**src/rtl/axi4lite_host_port_pkg.sv**
```systemverilog
// axi4lite_host_port_pkg: FSM state type, AXI response codes and error decode shared by the host port
package axi4lite_host_port_pkg;
  typedef enum logic [1:0] {IDLE, WRITE, READ_ADDR, READ_DATA} state_t;
  localparam logic [1:0] RESP_OKAY   = 2'b00;
  localparam logic [1:0] RESP_EXOKAY = 2'b01;
  localparam logic [1:0] RESP_SLVERR = 2'b10;
  localparam logic [1:0] RESP_DECERR = 2'b11;
  function automatic logic is_err(input logic [1:0] resp);
    return resp == RESP_SLVERR || resp == RESP_DECERR;
  endfunction
endpackage

```
**src/rtl/axi4lite_host_port.sv**
```systemverilog
// axi4lite_host_port: single-outstanding AXI4-Lite initiator; core REQ_* in, one-cycle RSP_* pulse out, HOST_AXI_* initiator channels
module axi4lite_host_port
  import axi4lite_host_port_pkg::*;
#(
  parameter int AXI_AWIDTH = 32,
  parameter int AXI_DWIDTH = 32
) (
  input  logic                    CLK,
  input  logic                    RST,
  input  logic                    REQ_VALID,
  output logic                    REQ_READY,
  input  logic                    REQ_WE,
  input  logic [AXI_AWIDTH-1:0]   REQ_ADDR,
  input  logic [AXI_DWIDTH-1:0]   REQ_WDATA,
  input  logic [AXI_DWIDTH/8-1:0] REQ_WSTRB,
  output logic                    RSP_VALID,
  output logic [AXI_DWIDTH-1:0]   RSP_RDATA,
  output logic                    RSP_ERR,
  output logic [AXI_AWIDTH-1:0]   HOST_AXI_AWADDR,
  output logic                    HOST_AXI_AWVALID,
  input  logic                    HOST_AXI_AWREADY,
  output logic [AXI_DWIDTH-1:0]   HOST_AXI_WDATA,
  output logic [AXI_DWIDTH/8-1:0] HOST_AXI_WSTRB,
  output logic                    HOST_AXI_WVALID,
  input  logic                    HOST_AXI_WREADY,
  input  logic [1:0]              HOST_AXI_BRESP,
  input  logic                    HOST_AXI_BVALID,
  output logic                    HOST_AXI_BREADY,
  output logic [AXI_AWIDTH-1:0]   HOST_AXI_ARADDR,
  output logic                    HOST_AXI_ARVALID,
  input  logic                    HOST_AXI_ARREADY,
  input  logic [AXI_DWIDTH-1:0]   HOST_AXI_RDATA,
  input  logic [1:0]              HOST_AXI_RRESP,
  input  logic                    HOST_AXI_RVALID,
  output logic                    HOST_AXI_RREADY
);
  state_t state, state_n;
  logic accept, aw_hs, w_hs, b_hs, ar_hs, r_hs, aw_done, w_done;
  logic [AXI_AWIDTH-1:0] addr;
  assign REQ_READY = state == IDLE;
  assign accept = REQ_VALID && REQ_READY;
  assign aw_hs = HOST_AXI_AWVALID && HOST_AXI_AWREADY;
  assign w_hs = HOST_AXI_WVALID && HOST_AXI_WREADY;
  assign b_hs = HOST_AXI_BVALID && HOST_AXI_BREADY;
  assign ar_hs = HOST_AXI_ARVALID && HOST_AXI_ARREADY;
  assign r_hs = HOST_AXI_RVALID && HOST_AXI_RREADY;
  assign HOST_AXI_AWADDR = addr;
  assign HOST_AXI_ARADDR = addr;
  always_comb begin
    state_n = state;
    case (state)
      IDLE:      state_n = accept ? (REQ_WE ? WRITE : READ_ADDR) : IDLE;
      WRITE:     state_n = b_hs ? IDLE : WRITE;
      READ_ADDR: state_n = ar_hs ? READ_DATA : READ_ADDR;
      READ_DATA: state_n = r_hs ? IDLE : READ_DATA;
    endcase
  end
  always_ff @(posedge CLK or posedge RST)
    if (RST) state <= IDLE;
    else state <= state_n;
  // Each write channel drops its VALID right after its own handshake; BREADY
  // waits until both channels are done so an early B response is never taken.
  always_ff @(posedge CLK or posedge RST)
    if (RST) begin
      addr <= '0;
      HOST_AXI_WDATA <= '0;
      HOST_AXI_WSTRB <= '0;
      HOST_AXI_AWVALID <= 1'b0;
      HOST_AXI_WVALID <= 1'b0;
      HOST_AXI_BREADY <= 1'b0;
      HOST_AXI_ARVALID <= 1'b0;
      HOST_AXI_RREADY <= 1'b0;
      aw_done <= 1'b0;
      w_done <= 1'b0;
      RSP_VALID <= 1'b0;
      RSP_RDATA <= '0;
      RSP_ERR <= 1'b0;
    end else begin
      if (accept) addr <= REQ_ADDR;
      if (accept && REQ_WE) HOST_AXI_WDATA <= REQ_WDATA;
      if (accept && REQ_WE) HOST_AXI_WSTRB <= REQ_WSTRB;
      HOST_AXI_AWVALID <= (accept && REQ_WE) || (HOST_AXI_AWVALID && !aw_hs);
      HOST_AXI_WVALID <= (accept && REQ_WE) || (HOST_AXI_WVALID && !w_hs);
      aw_done <= state == WRITE && !b_hs && (aw_done || aw_hs);
      w_done <= state == WRITE && !b_hs && (w_done || w_hs);
      HOST_AXI_BREADY <= state == WRITE && !b_hs && (aw_done || aw_hs) && (w_done || w_hs);
      HOST_AXI_ARVALID <= (accept && !REQ_WE) || (HOST_AXI_ARVALID && !ar_hs);
      HOST_AXI_RREADY <= (state == READ_ADDR && ar_hs) || (HOST_AXI_RREADY && !r_hs);
      RSP_VALID <= b_hs || r_hs;
      if (b_hs || r_hs) RSP_RDATA <= r_hs ? HOST_AXI_RDATA : '0;
      if (b_hs || r_hs) RSP_ERR <= is_err(r_hs ? HOST_AXI_RRESP : HOST_AXI_BRESP);
    end
endmodule

```
**config.mk**
```make
export PLATFORM = sky130hd
export DESIGN_NAME = axi4lite_host_port
export DESIGN_NICKNAME = d
export VERILOG_FILES = /design/src/rtl/axi4lite_host_port_pkg.sv /design/src/rtl/axi4lite_host_port.sv
export SDC_FILE = /design/constraint.sdc
export NUM_CORES = 1
export LEC_CHECK = 0
export ABC_AREA = 1
export BUFFER_PORTS_ARGS = -buffer_cell sky130_fd_sc_hd__buf_2
export CORE_ASPECT_RATIO = 0.75
export CORE_MARGIN = 5
export CORE_UTILIZATION = 40
export DETAILED_ROUTE_END_ITERATION = 8
export GPL_TIMING_DRIVEN = 0
export PLACE_DENSITY = 0.8
export SLEW_MARGIN = 10
export SYNTH_ARGS = -nofsm -noshare
export SYNTH_HDL_FRONTEND = slang
export SYNTH_SLANG_ARGS = --single-unit
```
**constraint.sdc**
```tcl
create_clock -name CLK -period 3.71 [get_ports CLK]
set_input_delay 0.5565 -clock CLK [delete_from_list [all_inputs] [get_ports CLK]]
set_output_delay 0.5565 -clock CLK [all_outputs]
set_load 0.02 [all_outputs]
```
# Word level (Yosys, flattened, before mapping)
# Cells that the tools add are included.
[classes]
eq_ne = 5
muxes = 8
reduce_logical = 32
[ops]
columns = ["op", "n"]
rows = [
  ["$mux 32", 1],
  ["$logic_and 1x1->1", 17],
  ["$eq 2x2->1 const B", 4],
  ["$logic_or 1x1->1", 8],
  ["$mux 2", 4],
  ["$pmux 2 s4", 1],
  ["$logic_not 1->1", 6],
  ["$eq 2x1->1 const B", 1],
  ["$logic_not 2->1", 1],
  ["$mux 1", 2],
]
[totals]
register_bits = 111
input_bits = 113
output_inout_bits = 140
wordCells = 59

# Logic depth before layout (Yosys ltp)
[logic_depth]
depth_word = 5
ltp_mapped = 6
mapped_depth_nobuf = 5

# Worst setup path before layout
# No wires, ideal clock.
[synth_path]
path_kind = "reg2out"
start = "register state[1]"
end = "output REQ_READY"
arrival_ns = 0.988
t_required_ns = 3.154
setup_slack_ns = 2.166
stages_incl_launch_ff = 3
n_path_buf = 1
cell_sequence = "dfrtp_1 > nor2_4 > buf_1"
[synth_via]
elab_chain_cells = 1
[synth_rtl]
columns = ["element", "line_no", "source"]
rows = [
  ["start, declared", "axi4lite_host_port.sv:37", "state_t state, state_n;"],
  ["start signal, assigned", "axi4lite_host_port.sv:60", "else state <= state_n;"],
  ["$logic_not 2->1", "axi4lite_host_port.sv:40", "assign REQ_READY = state == IDLE;"],
  ["end, declared", "axi4lite_host_port.sv:11", "output logic REQ_READY,"],
]
# Every way passes these cells.

# Final worst setup path
# Ends and elaborated chain as after synthesis.

==> results.yml <==
outcome:
  outcome: "complete, no violations"
power:
  p_leak_nw: 3.866
  ir_drop_v: 0.0005538
  powerDensity_nw_per_um2: 768.8
  finalPower_mw: 4.882
timing:
  fmax_ghz: 0.4651
  drv_slew: 0
  skew_ps: 6.337
  finalHoldViolCount: 0
  worst_pin_slew_ps: 548.9
  post-route-period-util_pct: 57.96
  setup_viol: 0
  timing.hold.ws_ps: 289.0
  rsz0062_at_grt: "no"
  finalCriticalPeriod_ps: 2150
  slew_headroom_pct: 63.40
worst_setup_path:
  critPathRequiredTime_ps: 3150
  crit_fanout: 10
  crit_path_start_kind: "register"
  end_kind: "output pin"
  path_cells: "nor2_4, buf_1, buf_2"
  critPathKind: "reg -> out"
  slowest_stage: "dfrtp_1"
  worst_path_largest_cell_delay_ps: 430
  cp.arrival_ps: 1590
flow_run:
  cap_violations: 0
synthesis:
  synth_nets: 620
  netlist_instances: 507
  yosysWarnings: 0
  syn_area_per_cell_um2: 9.042
  synth_area_leaders: "dfrtp_1 (61%), nand2_1 (17%), buf_4 (5.4%), inv_1 (3.8%), nand3_1 (3.6%)"
  synth_cell_types: 20
  synth_largest_area_cell: "dfrtp_1"
  ys_seq_elements: 111
  synth_top_area_share_pct: 60.59
  syn_area_um2: 4584
  yosysSeqAreaShare_pct: 60.59
clock_tree:
  cts.sinks: 111
  cts.path.max_buffers: 2
  cts_tree: "built"
  insertion_delay_ps: 340
  clk_pin_slew_worst_paths_ps: 70
  ctsHoldBuffers: 0
  numCtsBuffers: 9
  post_cts_buffers: 0
  root_buffer: "clkbuf_16"
  cts_resized: 0
  htreeDepth: 3
floorplanning:
  fp.dieH_um: 102.7
  core_area_um2: 11070
  fp.dieW_um: 133.6
  ios: 253
  die_area_um2: 13720
  start_util_pct: 41.43
  fp-row-count: 33
finish:
  drive_above_1_share_pct: 42.15
  final_common_cell: "buf_2"
  final_core_util_pct: 57.38
  nets: 881
  syn_to_final_growth_pct: 38.51
  finalInstanceArea_um2: 6350
  n_antenna_cell: 0
  mostFrequentLayoutCells: "buf_2 (258), nand2_1 (207), dfrtp_1 (111)"
global_routing:
  grt-ovfl-total: 0
  grt_usage_pct: 18.12
  antenna_found_initial: 0
  grt_pass1_vias: 4036
  grt_max_degree: 61
  grt_pass1_wl_mm: 19.97
drt:
  drt_iter0_markers: 183
  wl_mm: 12.48
  dr.pass1.iters: 4
  drtAntennaViolNets: 0
  vias_per_cell: 4.403
  wl_per_cell_um: 13.70
  route.detailed.drc: 0
  num_vias: 4011
placement:
  hpwl_mm: 9.814
  placed_cell_area_um2: 6038
  io_buffers: 249
  place_congestion: 0.7847
worst_hold_path:
  hp-class: "in -> async"
[cell usage after synthesis]
master / n
nand2_1: 207
dfrtp_1: 111
inv_1: 47
buf_4: 33
nand3_1: 33
o21ai_1: 16
o21ai_2: 14
o21ai_0: 11
clkbuf_1: 10
buf_2: 9
nor2_1: 4
a21oi_1: 3
buf_6: 2
buf_1: 1
clkbuf_2: 1
nand3_2: 1
nand4_1: 1
nor2_4: 1
nor3_1: 1
o22ai_1: 1
[registers in the layout (all words and copies together) (netlist names)]
signal,cells
HOST_AXI_ARADDR,32
HOST_AXI_ARVALID,1
HOST_AXI_AWVALID,1
HOST_AXI_BREADY,1
HOST_AXI_RREADY,1
HOST_AXI_WDATA,32
HOST_AXI_WSTRB,4
HOST_AXI_WVALID,1
RSP_ERR,1
RSP_RDATA,32
RSP_VALID,1
aw_done,1
state,2
w_done,1
[layer usage]
layer / GRT usage (%) / share of wire (%) / wire length [µm]
met5: 0 / 0 / 0
met1: 22.79 / 42 / 5291
met3: 5.220 / 7.6 / 947
met2: 31.28 / 49 / 6148
met4: 4.743 / 0.73 / 91
[layout make-up]
class	instances	area, µm²
Fill cell	1011	4716
Sequential cell	111	2778
Timing Repair Buffer	250	1274
Multi-Input combinational cell	293	1269
Buffer	56	361.6
Clock buffer	11	242.7
Inverter	47	181.4
Tap cell	140	175.2
Clock inverter	3	68.82
[power by group]
part / internal (mW) / total (mW) / leakage (nW) / switching [mW]
clock: 0.605 / 1.01 / 0.152 / 0.407
combinational: 0.773 / 2.00 / 2.28 / 1.22
sequential: 1.60 / 1.87 / 1.43 / 0.269
total: 2.98 / 4.88 / 3.87 / 1.90
[worst paths after layout]
| kind | endpoint | slack [ps] | startpoint | cells past startpoint |
|---|---|---|---|---|
| setup / recovery | REQ_READY | 1560 | state[1] | 3 |
| hold reg to reg | RSP_RDATA[21] | 470 | RSP_RDATA[21] | 2 |
| max in group asynchronous | state[0] | 2780 | RST | 3 |
| hold / removal | HOST_AXI_WDATA[26] | 290 | RST | 2 |
| setup reg to reg | HOST_AXI_WDATA[27] | 2240 | state[1] | 6 |
| min in group CLK | HOST_AXI_AWVALID | 420 | HOST_AXI_AWREADY | 2 |
[worst max-delay path: cells and delay by family, from the launching register on]
| family | cells | cell delay (ps) |
|---|---|---|
| flops | 1 | 430 |
| buf+inv | 2 | 600 |
| simple gates | 1 | 240 |
[logic make-up (layout without fill, tap and decap cells)]
| family | Yosys count | in the layout | synth area share (%) |
|---|---|---|---|
| AOI/OAI and AO/OA | 45 | 45 | 6.086 |
| buffers and inverters | 103 | 367 | 11.74 |
| DFF | 111 | 111 | 60.59 |
| and+or+nand+nor | 248 | 248 | 21.59 |
[through the flow]
step / TNS [ps] / setup WS (ps) / instances
3_3_place_gp: -107560 / -977.3 / 896
2_1_floorplan: 0 / 222.8 / 507
4_1_cts: 0 / 1537 / 911
6_report: 0 / 1560 / 911
3_5_place_dp: 0 / 1916 / 897
5_1_grt: 0 / 1431 / 911
(Power assumes the default switching activity.)
